[src/rtl/pg_carry_resolver.sv]
// Purpose : resolves per-bit propagate/generate vectors into sum and carry-out, CHUNK bits per cycle
//           over a registered running carry (area-lean alternative to a full prefix tree).
// Latency : accept at edge T -> out_valid after edge T+NUM_CHUNKS; one operand per NUM_CHUNKS+2 cycles.
// Backpr. : in_ready low from accept until the result is taken; sum/cout/out_valid held while !out_ready.
//
// Ports   : clk, rst (synchronous, active-high)
//           in_valid/in_ready + p, g, cin  -- operand side, sampled only on the accepting edge
//           out_valid/out_ready + sum, cout -- result side
//           overflow (only with PG_CARRY_RESOLVER_OVERFLOW_EN defined) -- signed overflow, valid with out_valid
// Config  : define PG_CARRY_RESOLVER_OVERFLOW_EN to add the overflow output; default build omits it.
//           WIDTH must be an integer multiple of CHUNK; NUM_CHUNKS = 1 is legal (single BUSY cycle).

module pg_carry_resolver #(
    parameter int WIDTH = 128,
    parameter int CHUNK = 32
) (
    input  logic             clk,
    input  logic             rst,
    input  logic             in_valid,
    output logic             in_ready,
    input  logic [WIDTH-1:0] p,
    input  logic [WIDTH-1:0] g,
    input  logic             cin,
    output logic             out_valid,
    input  logic             out_ready,
    output logic [WIDTH-1:0] sum,
    output logic             cout
`ifdef PG_CARRY_RESOLVER_OVERFLOW_EN
    ,
    output logic             overflow
`endif
);

    localparam int NUM_CHUNKS = WIDTH / CHUNK;
    // Keep the index at least one bit wide so NUM_CHUNKS = 1 still elaborates.
    localparam int IDX_W = (NUM_CHUNKS > 1) ? $clog2(NUM_CHUNKS) : 1;
    localparam logic [IDX_W-1:0] LAST_IDX = IDX_W'(NUM_CHUNKS - 1);

    typedef enum logic [1:0] {
        ST_IDLE = 2'd0,
        ST_BUSY = 2'd1,
        ST_DONE = 2'd2
    } state_t;

    state_t            state;
    logic [WIDTH-1:0]  p_q;
    logic [WIDTH-1:0]  g_q;
    logic              carry_q;
    logic [IDX_W-1:0]  idx_q;

    logic [CHUNK-1:0]  p_chunk;
    logic [CHUNK-1:0]  g_chunk;
    logic [CHUNK-1:0]  chunk_sum;
    logic              chunk_cout;
`ifdef PG_CARRY_RESOLVER_OVERFLOW_EN
    logic              chunk_msb_cin;
`endif

    // Ripple across the current chunk starting from the registered carry.
    always_comb begin
        logic c;
        p_chunk   = p_q[idx_q*CHUNK +: CHUNK];
        g_chunk   = g_q[idx_q*CHUNK +: CHUNK];
        chunk_sum = '0;
        c         = carry_q;
`ifdef PG_CARRY_RESOLVER_OVERFLOW_EN
        chunk_msb_cin = 1'b0;
`endif
        for (int i = 0; i < CHUNK; i++) begin
`ifdef PG_CARRY_RESOLVER_OVERFLOW_EN
            // On the last chunk this is the carry into bit WIDTH-1.
            if (i == CHUNK - 1) begin
                chunk_msb_cin = c;
            end
`endif
            // p&g both set cannot come from x^y / x&y; treat it as a pure
            // generate (x=y=1 has p=0), so the sum bit is just the incoming carry.
            chunk_sum[i] = (p_chunk[i] & ~g_chunk[i]) ^ c;
            c            = g_chunk[i] | (p_chunk[i] & c);
        end
        chunk_cout = c;
    end

    always_ff @(posedge clk) begin
        if (rst) begin
            state     <= ST_IDLE;
            in_ready  <= 1'b1;
            out_valid <= 1'b0;
            sum       <= '0;
            cout      <= 1'b0;
            idx_q     <= '0;
            carry_q   <= 1'b0;
            p_q       <= '0;
            g_q       <= '0;
`ifdef PG_CARRY_RESOLVER_OVERFLOW_EN
            overflow  <= 1'b0;
`endif
        end else begin
            case (state)
                ST_IDLE: begin
                    if (in_valid && in_ready) begin
                        p_q      <= p;
                        g_q      <= g;
                        carry_q  <= cin;
                        idx_q    <= '0;
                        in_ready <= 1'b0;
                        state    <= ST_BUSY;
                    end
                end

                ST_BUSY: begin
                    // Untouched chunks keep the previous result until overwritten.
                    sum[idx_q*CHUNK +: CHUNK] <= chunk_sum;
                    carry_q                   <= chunk_cout;
                    if (idx_q == LAST_IDX) begin
                        cout      <= chunk_cout;
`ifdef PG_CARRY_RESOLVER_OVERFLOW_EN
                        overflow  <= chunk_msb_cin ^ chunk_cout;
`endif
                        out_valid <= 1'b1;
                        idx_q     <= '0;
                        state     <= ST_DONE;
                    end else begin
                        idx_q <= idx_q + 1'b1;
                    end
                end

                ST_DONE: begin
                    if (out_ready) begin
                        out_valid <= 1'b0;
                        in_ready  <= 1'b1;
                        state     <= ST_IDLE;
                    end
                end

                default: begin
                    out_valid <= 1'b0;
                    in_ready  <= 1'b1;
                    state     <= ST_IDLE;
                end
            endcase
        end
    end

endmodule

[config.mk]
export PLATFORM = sky130hd
export DESIGN_NAME = pg_carry_resolver
export DESIGN_NICKNAME = d
export VERILOG_FILES = /design/src/rtl/pg_carry_resolver.sv
export SDC_FILE = /design/constraint.sdc
export NUM_CORES = 1
export LEC_CHECK = 0
export CAP_MARGIN = 20
export CORE_MARGIN = 3
export CORE_UTILIZATION = 45
export DETAILED_ROUTE_END_ITERATION = 7
export PLACE_DENSITY = 0.76
export SETUP_SLACK_MARGIN = 0.3
export SKIP_CTS_REPAIR_TIMING = 1
export SYNTH_ARGS = -nofsm -noshare
export SYNTH_HDL_FRONTEND = slang
export SYNTH_SLANG_ARGS = --single-unit
[constraint.sdc]
create_clock -name clk -period 3.4 [get_ports clk]
set_input_delay 0.68 -clock clk [delete_from_list [all_inputs] [get_ports clk]]
set_output_delay 0.68 -clock clk [all_outputs]
set_load 0.02 [all_outputs]
## After elaboration in Yosys (flattened, before gate mapping)

Cells that the tools add are included.

- $add $sub $neg: 2
- Bitwise operators: 162
- Equal/unequal tests: 6
- Reductions and logical operators: 9
- Mux-type cells: 16
- Shift operators: 4

Operators with widths:

| operator | count |
|---|---|
| 128-bit by 8-bit indexed part select with 32-bit output | 2 |
| 128-bit bitwise mux | 1 |
| 32-bit by 34-bit variable shift with 128-bit output, first input constant | 1 |
| 32-bit by 34-bit indexed part select with 128-bit output | 1 |
| 1-bit AND | 64 |
| 7-bit negator with 34-bit output | 1 |
| 1-bit NOT | 34 |
| 1-bit bitwise OR | 32 |
| 1-bit bitwise XOR | 32 |
| 2-bit 2-to-1 mux | 5 |
| 3-bit AND reduction | 3 |
| 2-bit != test, second input constant | 3 |
| 1-bit case mux with 3 select lines | 2 |
| 2-bit case mux with 3 select lines | 1 |
| 2-bit AND reduction | 3 |
| 1-bit 2-to-1 mux | 5 |
| 2-bit equality test, second input constant | 2 |
| 2-bit case mux with 2 select lines | 1 |
| 2-bit by 1-bit adder with 2-bit output, second input constant | 1 |
| 2-bit by 1-bit equality test with 1-bit output, second input constant | 1 |
| 2-bit logical NOT | 1 |
| 1-bit case mux with 2 select lines | 1 |
| 2-bit nonzero test | 1 |
| 1-bit logical AND | 1 |

- Register bits after elaboration: 392
- Logic and storage cells: 208

## Depth between registers and ports, before layout

- Word-level depth: 66
- Gate-level depth with buffers: 12
- Gate-level depth less buffers: 9

## Worst setup path before layout

Ideal clock, no wire load.

- Path type: register -> register
- Start point: register idx_q[0]
- End point: register sum[30]
- Data arrival time: 3,106 ps
- Path buffers: 6
- Setup time: 60 ps
- Path slack: 234 ps
- Stages on the path, launching flop included: 12
- Clock period less this slack: 3,166 ps
- Cells stage by stage: dfxtp_1 -> buf_6 -> buf_6 -> buf_4 -> buf_2 -> clkbuf_1 -> inv_1 -> ha_1 -> nor4b_1 -> nor2b_1 -> clkbuf_1 -> a22o_1

- Cells in the longest elaborated chain, start to end: 66

Ends and longest elaborated chain:

| element | line | RTL |
|---|---|---|
| start: declaration | 49 | `logic [IDX_W-1:0] idx_q;` |
| start signal: assignment | 124 | `idx_q <= idx_q + 1'b1;` |
| 128-bit by 8-bit indexed part select with 32-bit output | 62 | `p_chunk = p_q[idx_q*CHUNK +: CHUNK];` |
| 1-bit AND | 79 | `c = g_chunk[i] \| (p_chunk[i] & c);` |
| 1-bit bitwise OR | 79 |  |
| 1-bit AND | 79 |  |
| 1-bit bitwise OR | 79 |  |
| 1-bit AND | 79 |  |
| 1-bit bitwise OR | 79 |  |
| 1-bit AND | 79 |  |
| [... 50 more ...] | n/a |  |
| 1-bit bitwise OR | 79 |  |
| 1-bit AND | 79 |  |
| 1-bit bitwise OR | 79 |  |
| 1-bit AND | 79 |  |
| 1-bit bitwise OR | 79 |  |
| 1-bit bitwise XOR | 78 | `chunk_sum[i] = (p_chunk[i] & ~g_chunk[i]) ^ c;` |
| 32-bit by 34-bit indexed part select with 128-bit output | 113 | `sum[idx_q*CHUNK +: CHUNK] <= chunk_sum;` |
| 128-bit bitwise mux (*) | 113 |  |
| end signal: indexed assignment | 113 |  |
| end: declaration | 26 | `output logic [WIDTH-1:0] sum,` |

Mark *: on every way between the ends. The rest lies on a longest branch, timed or not.
A chain may end at the register's enable or synchronous reset.

## Final worst setup path

- Start point: register idx_q[0]
- End point: register sum[92]

The elaborated chain is that of the path after synthesis.

==> impl_summary.md <==
Run status
The run finished with clean final reports.

Die
During I/O placement, the number of pins put on the boundary was 392. The initial utilization of the core area, before any placement, comes to 46.0%. Measured along the y axis, the die boundary spans 195 um.

In this run the horizontal extent of the chip is 195 um. The die covers 37900 um2. The standard-cell row count is 68. In this run the standard cell core region covers 34800 um2.

Synthesis
The post-synthesis net count is 2090. Dividing the synthesized area by the synthesized cell count gives 8.78 um2. After synthesis, the netlist uses 64 different library cells. The number of standard cells after synthesis is 1823. The flip-flop and latch count after synthesis is 392. For this run, the leading register cell type out of synthesis is dfxtp_1. The cell area that synthesis handed to floorplanning was 16000 um2.

The Yosys step of the flow raised 0 warnings. The fraction of registers with async set/reset is 0%. The number of enable flip-flop cells after synthesis is 0.

Sequential cells were found to cover 49.0% of the synthesized design area.

Setup path
The slowest library cell on the worst path is mux4_2. Counting buffers and inverters, the worst setup path is 11 cells deep. The end of the critical path is sum[92]$_SDFFE_PP0P_. The endpoint identified for the worst register-to-register timing path is sum[92]$_SDFFE_PP0P_. The signal on the critical path passes through buf_2 -> buf_4 -> mux4_2 -> buf_4 -> o21ai_0 -> nand2b_1 -> and4_1 -> a31oi_4 -> o21bai_1 -> xnor2_2 -> a22o_1. The length in cells of the worst reg-to-reg path is 11. The number of buffer and inverter stages on the critical path is 3. The data arrival time of the critical path is 3.42 ns. The family of cells with the greatest summed delay on the critical path is compound AO/OA/AOI/OAI gates.

Counting stages on the worst path, the most repeated cell is buf_4. The kind of critical path is reg -> reg. The source of the worst register-to-register timing path is idx_q[0]$_SDFFE_PP0P_. The critical path data required time is 3.82 ns. The setup slack on the worst flop-to-flop path is 0.40 ns.

Along the worst path, the maximum fanout reaches 6. In this run the worst setup path begins at idx_q[0]$_SDFFE_PP0P_. The startpoint type of the worst setup path is a register. STA classifies the critical path endpoint as a register.

On the worst path, the slowest cell contributes a delay of 0.60 ns.

Power and ir drop
For this design the static power due to leakage is 7.85 nW. Dividing total power by cell area gives a power density of 503 nW/um2. Across the VDD grid, the largest voltage drop is 0.348 mV.

Timing
The worst-case clock skew is 0.0247 ns. The count of final hold-check violations is 0. The worst path in the final design needs a cycle of 3.00 ns, including I/O delays and setup. Setup repair after global routing could not meet its margin everywhere. The max-slew violation total from the final report is 0. The timing-limited maximum frequency is 333 MHz. The total negative slack for setup checks is 0 ns. The worst pin sits at a relative slew slack of 32.3%. The total setup violations reported at the end of the flow is 0. For the pin with the worst max-slew slack, the measured transition is 1.01 ns. The final cycle utilization of the critical path is 88.4%.

Clock tree
Clock tree synthesis inserted a total of 40 buffers. The clock root buffer is clkbuf_16. The clock sink count is 392.

The H-tree was split into 2 levels. The clock transition at the register clock pins on the worst setup and hold paths after CTS is 0.06 ns. Clock latency on the worst-skew pair, taken at its later pin, is 0.53 ns.

TritonCTS built the clock tree. The clock passes through at most 3 buffers.

Detailed routing
In the final routed layout, each cell accounts on average for 19.4 um. In the routed design, unresolved DRC markers number 0. The antenna violation net count after detailed routing is 0. Summed over all layers, the routed wires come to 51600 um.

The vias per cell is 5.52. Across all layers, the routed design uses 14700 vias. The violation count after the first detailed-routing iteration is 1199. The first TritonRoute pass finished after 6 iterations.

Min path
The type of the most critical hold path is reg -> reg.

GRT
Entering global routing, the biggest net connects 142 pins. The total track usage is 25.7%. The number of antenna violations at the first check in global routing is 8. The first global-routing pass estimated 77900 um of wire.

The via count of the first global-routing pass is 14000. The overall overflow remaining after global route is 0.

Job
Max-cap violations in this run came to 0.

Final layout
The share of final-layout standard cells stronger than drive strength 1 is 10.4%. The total non-filler cell area in the finished layout is 22000 um2. The net count of the finished layout is 2439. Relative to the synthesized area, the layout overhead comes to 37.3%.

Placed design
The count of input and output buffers is 391. The last weighted congestion value of the routability-driven placer is 0.880. After legalization and detailed placement, the total HPWL measured 37600 um. Summing all placed instances gives a cell area of 20400 um2.
cells by family after synthesis:
logic type / after synthesis / synth area share (%)
xor+xnor: 29 / 1.59
compound gates: 457 / 17.7
simple gates: 718 / 18.0
mux: 68 / 9.19
buf+inv: 153 / 3.98
flops: 392 / 49.0
fa+ha+maj: 6 / 0.469
metrics by stage:
step / total power, mW / cells / setup slack [ns] / hold slack (ns) / util [%]
after floorplan: 5.96 / 1823 / 0.371 / 0.433 / -
after global placement: 6.65 / 2569 / 0.300 / 0.439 / 58.6
after detailed placement: 6.70 / 2569 / 0.208 / 0.445 / 58.6
after CTS: 11.1 / 2640 / 0.181 / 0.453 / 62.4
after global routing: 11.5 / 2659 / 0.250 / 0.467 / 63.2
final: 11.1 / 2661 / 0.396 / 0.452 / 63.2
worst min path at each step:
| stage | startpoint | to | slack, ns | cells past startpoint |
|---|---|---|---|---|
| after floorplan | p_q[32]$_SDFFE_PP0P_ | p_q[32]$_SDFFE_PP0P_ | 0.43 | 2 |
| after global placement | p_q[74]$_SDFFE_PP0P_ | p_q[74]$_SDFFE_PP0P_ | 0.44 | 2 |
| after global routing | p_q[56]$_SDFFE_PP0P_ | p_q[56]$_SDFFE_PP0P_ | 0.47 | 2 |
| after CTS | p_q[73]$_SDFFE_PP0P_ | p_q[73]$_SDFFE_PP0P_ | 0.45 | 2 |
| after detailed placement | p_q[73]$_SDFFE_PP0P_ | p_q[73]$_SDFFE_PP0P_ | 0.45 | 2 |
| final | g_q[34]$_SDFFE_PP0P_ | g_q[34]$_SDFFE_PP0P_ | 0.45 | 2 |
cell usage in the layout, fill, tap and decap left out, types with 7 or more instances in the layout:
| cell type | instances |
|---|---|
| a22o_1 | 44 |
| buf_12 | 12 |
| nand2b_1 | 18 |
| clkdlybuf4s50_1 | 390 |
| clkinv_2 | 10 |
| clkbuf_8 | 7 |
| nor3_1 | 7 |
| xnor2_1 | 21 |
| xnor2_2 | 7 |
| nor2_1 | 105 |
| dfxtp_1 | 390 |
| buf_4 | 37 |
| a22oi_1 | 80 |
| nor2b_1 | 16 |
| mux4_2 | 63 |
| clkbuf_16 | 41 |
| nand3_1 | 8 |
| a21oi_1 | 276 |
| inv_1 | 16 |
| nand2_1 | 536 |
worst reg2reg max path, cell delays in order (launching register included):
cell and delay (ns):
dfxtp_4 0.42, buf_2 0.19, buf_4 0.17, mux4_2 0.60
buf_4 0.19, o21ai_0 0.16, nand2b_1 0.12, and4_1 0.26
a31oi_4 0.23, o21bai_1 0.14, xnor2_2 0.19, a22o_1 0.22
power breakdown:
group          switching [mW]  internal (mW)  total (mW)  leakage (nW)
logic                   0.951          0.784        1.74          3.99
clock network            1.79           2.60        4.38         0.665
registers               0.130           4.81        4.94          3.19
total                    2.87           8.20        11.1          7.85
cell usage after synthesis (all sizes together), types with 2 or more instances:
| master | instances | share of area (%) |
|---|---|---|
| nand2 | 536 | 13 |
| dfxtp | 392 | 49 |
| a21oi | 282 | 8.8 |
| clkbuf | 120 | 2.8 |
| nor2 | 107 | 2.5 |
| a22oi | 80 | 3.8 |
| mux4 | 63 | 8.9 |
| a22o | 44 | 2.4 |
| xnor2 | 28 | 1.5 |
| nand2b | 18 | 0.70 |
| inv | 17 | 0.40 |
| buf | 16 | 0.77 |
| nor2b | 16 | 0.63 |
| o21ai | 11 | 0.39 |
| nor3 | 10 | 0.34 |
| nand3 | 9 | 0.28 |
| and2 | 7 | 0.29 |
| o21bai | 7 | 0.40 |
| ha | 6 | 0.47 |
| o21a | 5 | 0.23 |
| a31oi | 4 | 0.34 |
| o211ai | 4 | 0.22 |
| o31ai | 4 | 0.19 |
| and3 | 3 | 0.12 |
| mux2i | 3 | 0.19 |
| a221oi | 2 | 0.15 |
| mux2 | 2 | 0.14 |
| nand3b | 2 | 0.094 |
| nor4b | 2 | 0.11 |
| o22ai | 2 | 0.078 |
| or2 | 2 | 0.078 |
flip-flops by register name, indices dropped and copies added, names as in the netlist:
| signal | count |
|---|---|
| carry_q | 1 |
| p_q | 128 |
| cout | 1 |
| out_valid | 1 |
| sum | 128 |
| state | 2 |
| g_q | 128 |
| in_ready | 1 |
| idx_q | 2 |
layer usage:
layer | share of wire [%] | up-vias | track usage [%]
li1 | - | 6966 | -
met1 | 43 | 6955 | 36.5
met3 | 9.2 | 87 | 5.17
met5 | 0.083 | - | 0
met4 | 2.5 | 8 | 7.10
met2 | 45 | 666 | 40.1
layout make-up:
| class | instances | area, um2 |
|---|---|---|
| Tap cell | 455 | 569 |
| Timing Repair Buffer | 443 | 4480 |
| Clock inverter | 18 | 184 |
| Clock buffer | 53 | 1140 |
| Multi-Input combinational cell | 1278 | 7680 |
| Antenna cell | 5 | 12.5 |
| Fill cell | 2888 | 12800 |
| Sequential cell | 392 | 7860 |
| Inverter | 17 | 63.8 |
No activity file was read; power rests on OpenSTA's default activity.
==> RTL edit: new RTL, config.mk and constraints unchanged <==
The 3 states of `state_t` get a one-hot encoding in 3 bits.
--- a/src/rtl/pg_carry_resolver.sv
+++ b/src/rtl/pg_carry_resolver.sv
@@ -37,8 +37,8 @@
     localparam logic [IDX_W-1:0] LAST_IDX = IDX_W'(NUM_CHUNKS - 1);
 
-    typedef enum logic [1:0] {
-        ST_IDLE = 2'd0,
-        ST_BUSY = 2'd1,
-        ST_DONE = 2'd2
+    typedef enum logic [2:0] {
+        ST_IDLE = 3'b001,
+        ST_BUSY = 3'b010,
+        ST_DONE = 3'b100
     } state_t;
 
Check against the original RTL: same outputs for any inputs over 4 cycles, from zero or initial values and one cycle with rst high; so few cycles prove little.
==> RTL edit against the unedited design <==
  * Via count up 4.6%
  * Setup slack got worse by 0.080 ns
  * Synthesized area rose by 1.6%
  * Sequential cell count grew 1
  * Wire length is 4.9% higher
  * Final area rose by 2.5%
  * Cell count increased by 2.7%
  * Count of clock-buffer cells in the layout grew 8
  * First-iteration DRC count grew 10%
Power is not compared: it rests on default switching activity, and its combinational part moved more than twofold at a synthesized area within 25%.
==> RTL edit: results (changes against the unedited design) <==
skew_ns: 0.02011  # -0.004602 ns
grt_pass1_vias: 14511  # +3.7%
totalWireLength_mm: 54.07  # +4.9%
cpPeakStageDelay_ns: 0.57  # -0.03 ns
vias_per_cell: 5.620  # +1.9%
gr-usage-met3_pct: 4.963  # -0.20 points
synth_commonest_cells: "nand2_1 (546), dfxtp_1 (393), a21oi_1 (283)"
worstHoldStart: "g_q[91]$_SDFFE_PP0P_"
grt_max_degree: 159  # +12%
powerDensity_mw_per_mm2: 672.6
antenna_found_initial: 3  # -5
hold_ws_ns: 0.4513  # -0.001001 ns
ys_types: 63  # -1.6%
slowest_stage: "mux4_2"
synth_nets: 2153  # +3.0%
wl_met1_mm: 23.02  # +4.2%
worstPathArrival_ns: 3.53  # +0.11 ns
cts_max_path_buffers: 3  # unchanged
ir_drop_mv: 0.3475
critPathKind: "reg2reg"
switchingPower_w: 0.005185
max_slew_margin_pct: 39.81  # +7.5 points
dr.pass1.iters: 5  # -1
worstReg2RegEnd: "sum[122]$_SDFFE_PP0P_"
drtIter0Drc: 1323  # +10%
cts_inserted_buffers: 41  # +2.5%
dr_wl_met3_mm: 4.906  # +3.6%
path_clk_slew_ns: 0.06  # about the same
holdCritPathClass: "reg2reg"
wl_per_cell_um: 19.79  # +2.2%
highest_layer: "met4"
grt_pass1_wl_mm: 80.85  # +3.7%
path_max_fanout: 12  # +6
synthTopCellsByArea: "dfxtp_1 (48%), nand2_1 (13%), a21oi_1 (8.7%)"
wl_met2_mm: 24.61  # +5.3%
gp_congestion: 0.9328  # +6.0%
drive_gt1_share_pct: 10.89  # +0.53 points
dpl.hpwl_mm: 38.84  # +3.3%
use_met2_pct: 41.07  # +0.93 points
ys_seq_area_share_pct: 48.34  # -0.67 points
hold_end: "g_q[91]$_SDFFE_PP0P_"
synth_flop_cell: "dfxtp_1"
p_leak_nw: 8.014
grt.total_usage_pct: 26.35  # +0.66 points
hold_depth: 2  # unchanged
placed_cells: 2636  # +2.6%
grt_use_met1_pct: 37.21  # +0.74 points
status: "complete, no violations"
layout.nets: 2502  # +2.6%
drv_cap: 0  # unchanged
fillers: 2937  # +1.7%
regToRegSetupSlack_ns: 0.32  # -0.08 ns
reg2reg_depth: 12  # +1
syn_avg_cell_area_um2: 8.630  # -1.8%
cpLargestDelayFamily: "compound AO/OA/AOI/OAI gates"
-- RTL edit: cell types whose count changed after synthesis, sizes merged, moves of 7 or more --
cell and delta:
a22oi +30, o21ai +8, nand3 +7, nor2 +27
nand2 +10, a22o -44
-- RTL edit: layout make-up --
type	count	area share, %
multi-input combinational	1338	35.68
sequential	393	34.93
timing repair buffer	448	20.25
clock buffer	61	5.611
tap	461	2.558
clock inverter	15	0.7159
inverter	13	0.2164
antenna	3	0.03330
-- RTL edit: cells by family (layout without fill, tap and decap cells) --
kind of cell	Yosys count	count (layout)	share of synthesized area (%)
compound gates	471	472	17.62
xor+xnor	28	28	1.553
fa+ha+maj	6	6	0.4612
buf+inv	156	537	4.082
flops	393	393	48.34
mux	69	69	9.032
other cells	0	3	0
simple gates	763	763	18.92
-- RTL edit: metrics by stage --
step,setup WS [ns],instance area [um2]
after floorplan,0.3055,16280
final,0.3164,22550
after CTS,0.1333,22090
after global placement,0.2518,20670
after global routing,0.1224,22550
after detailed placement,0.1465,20670
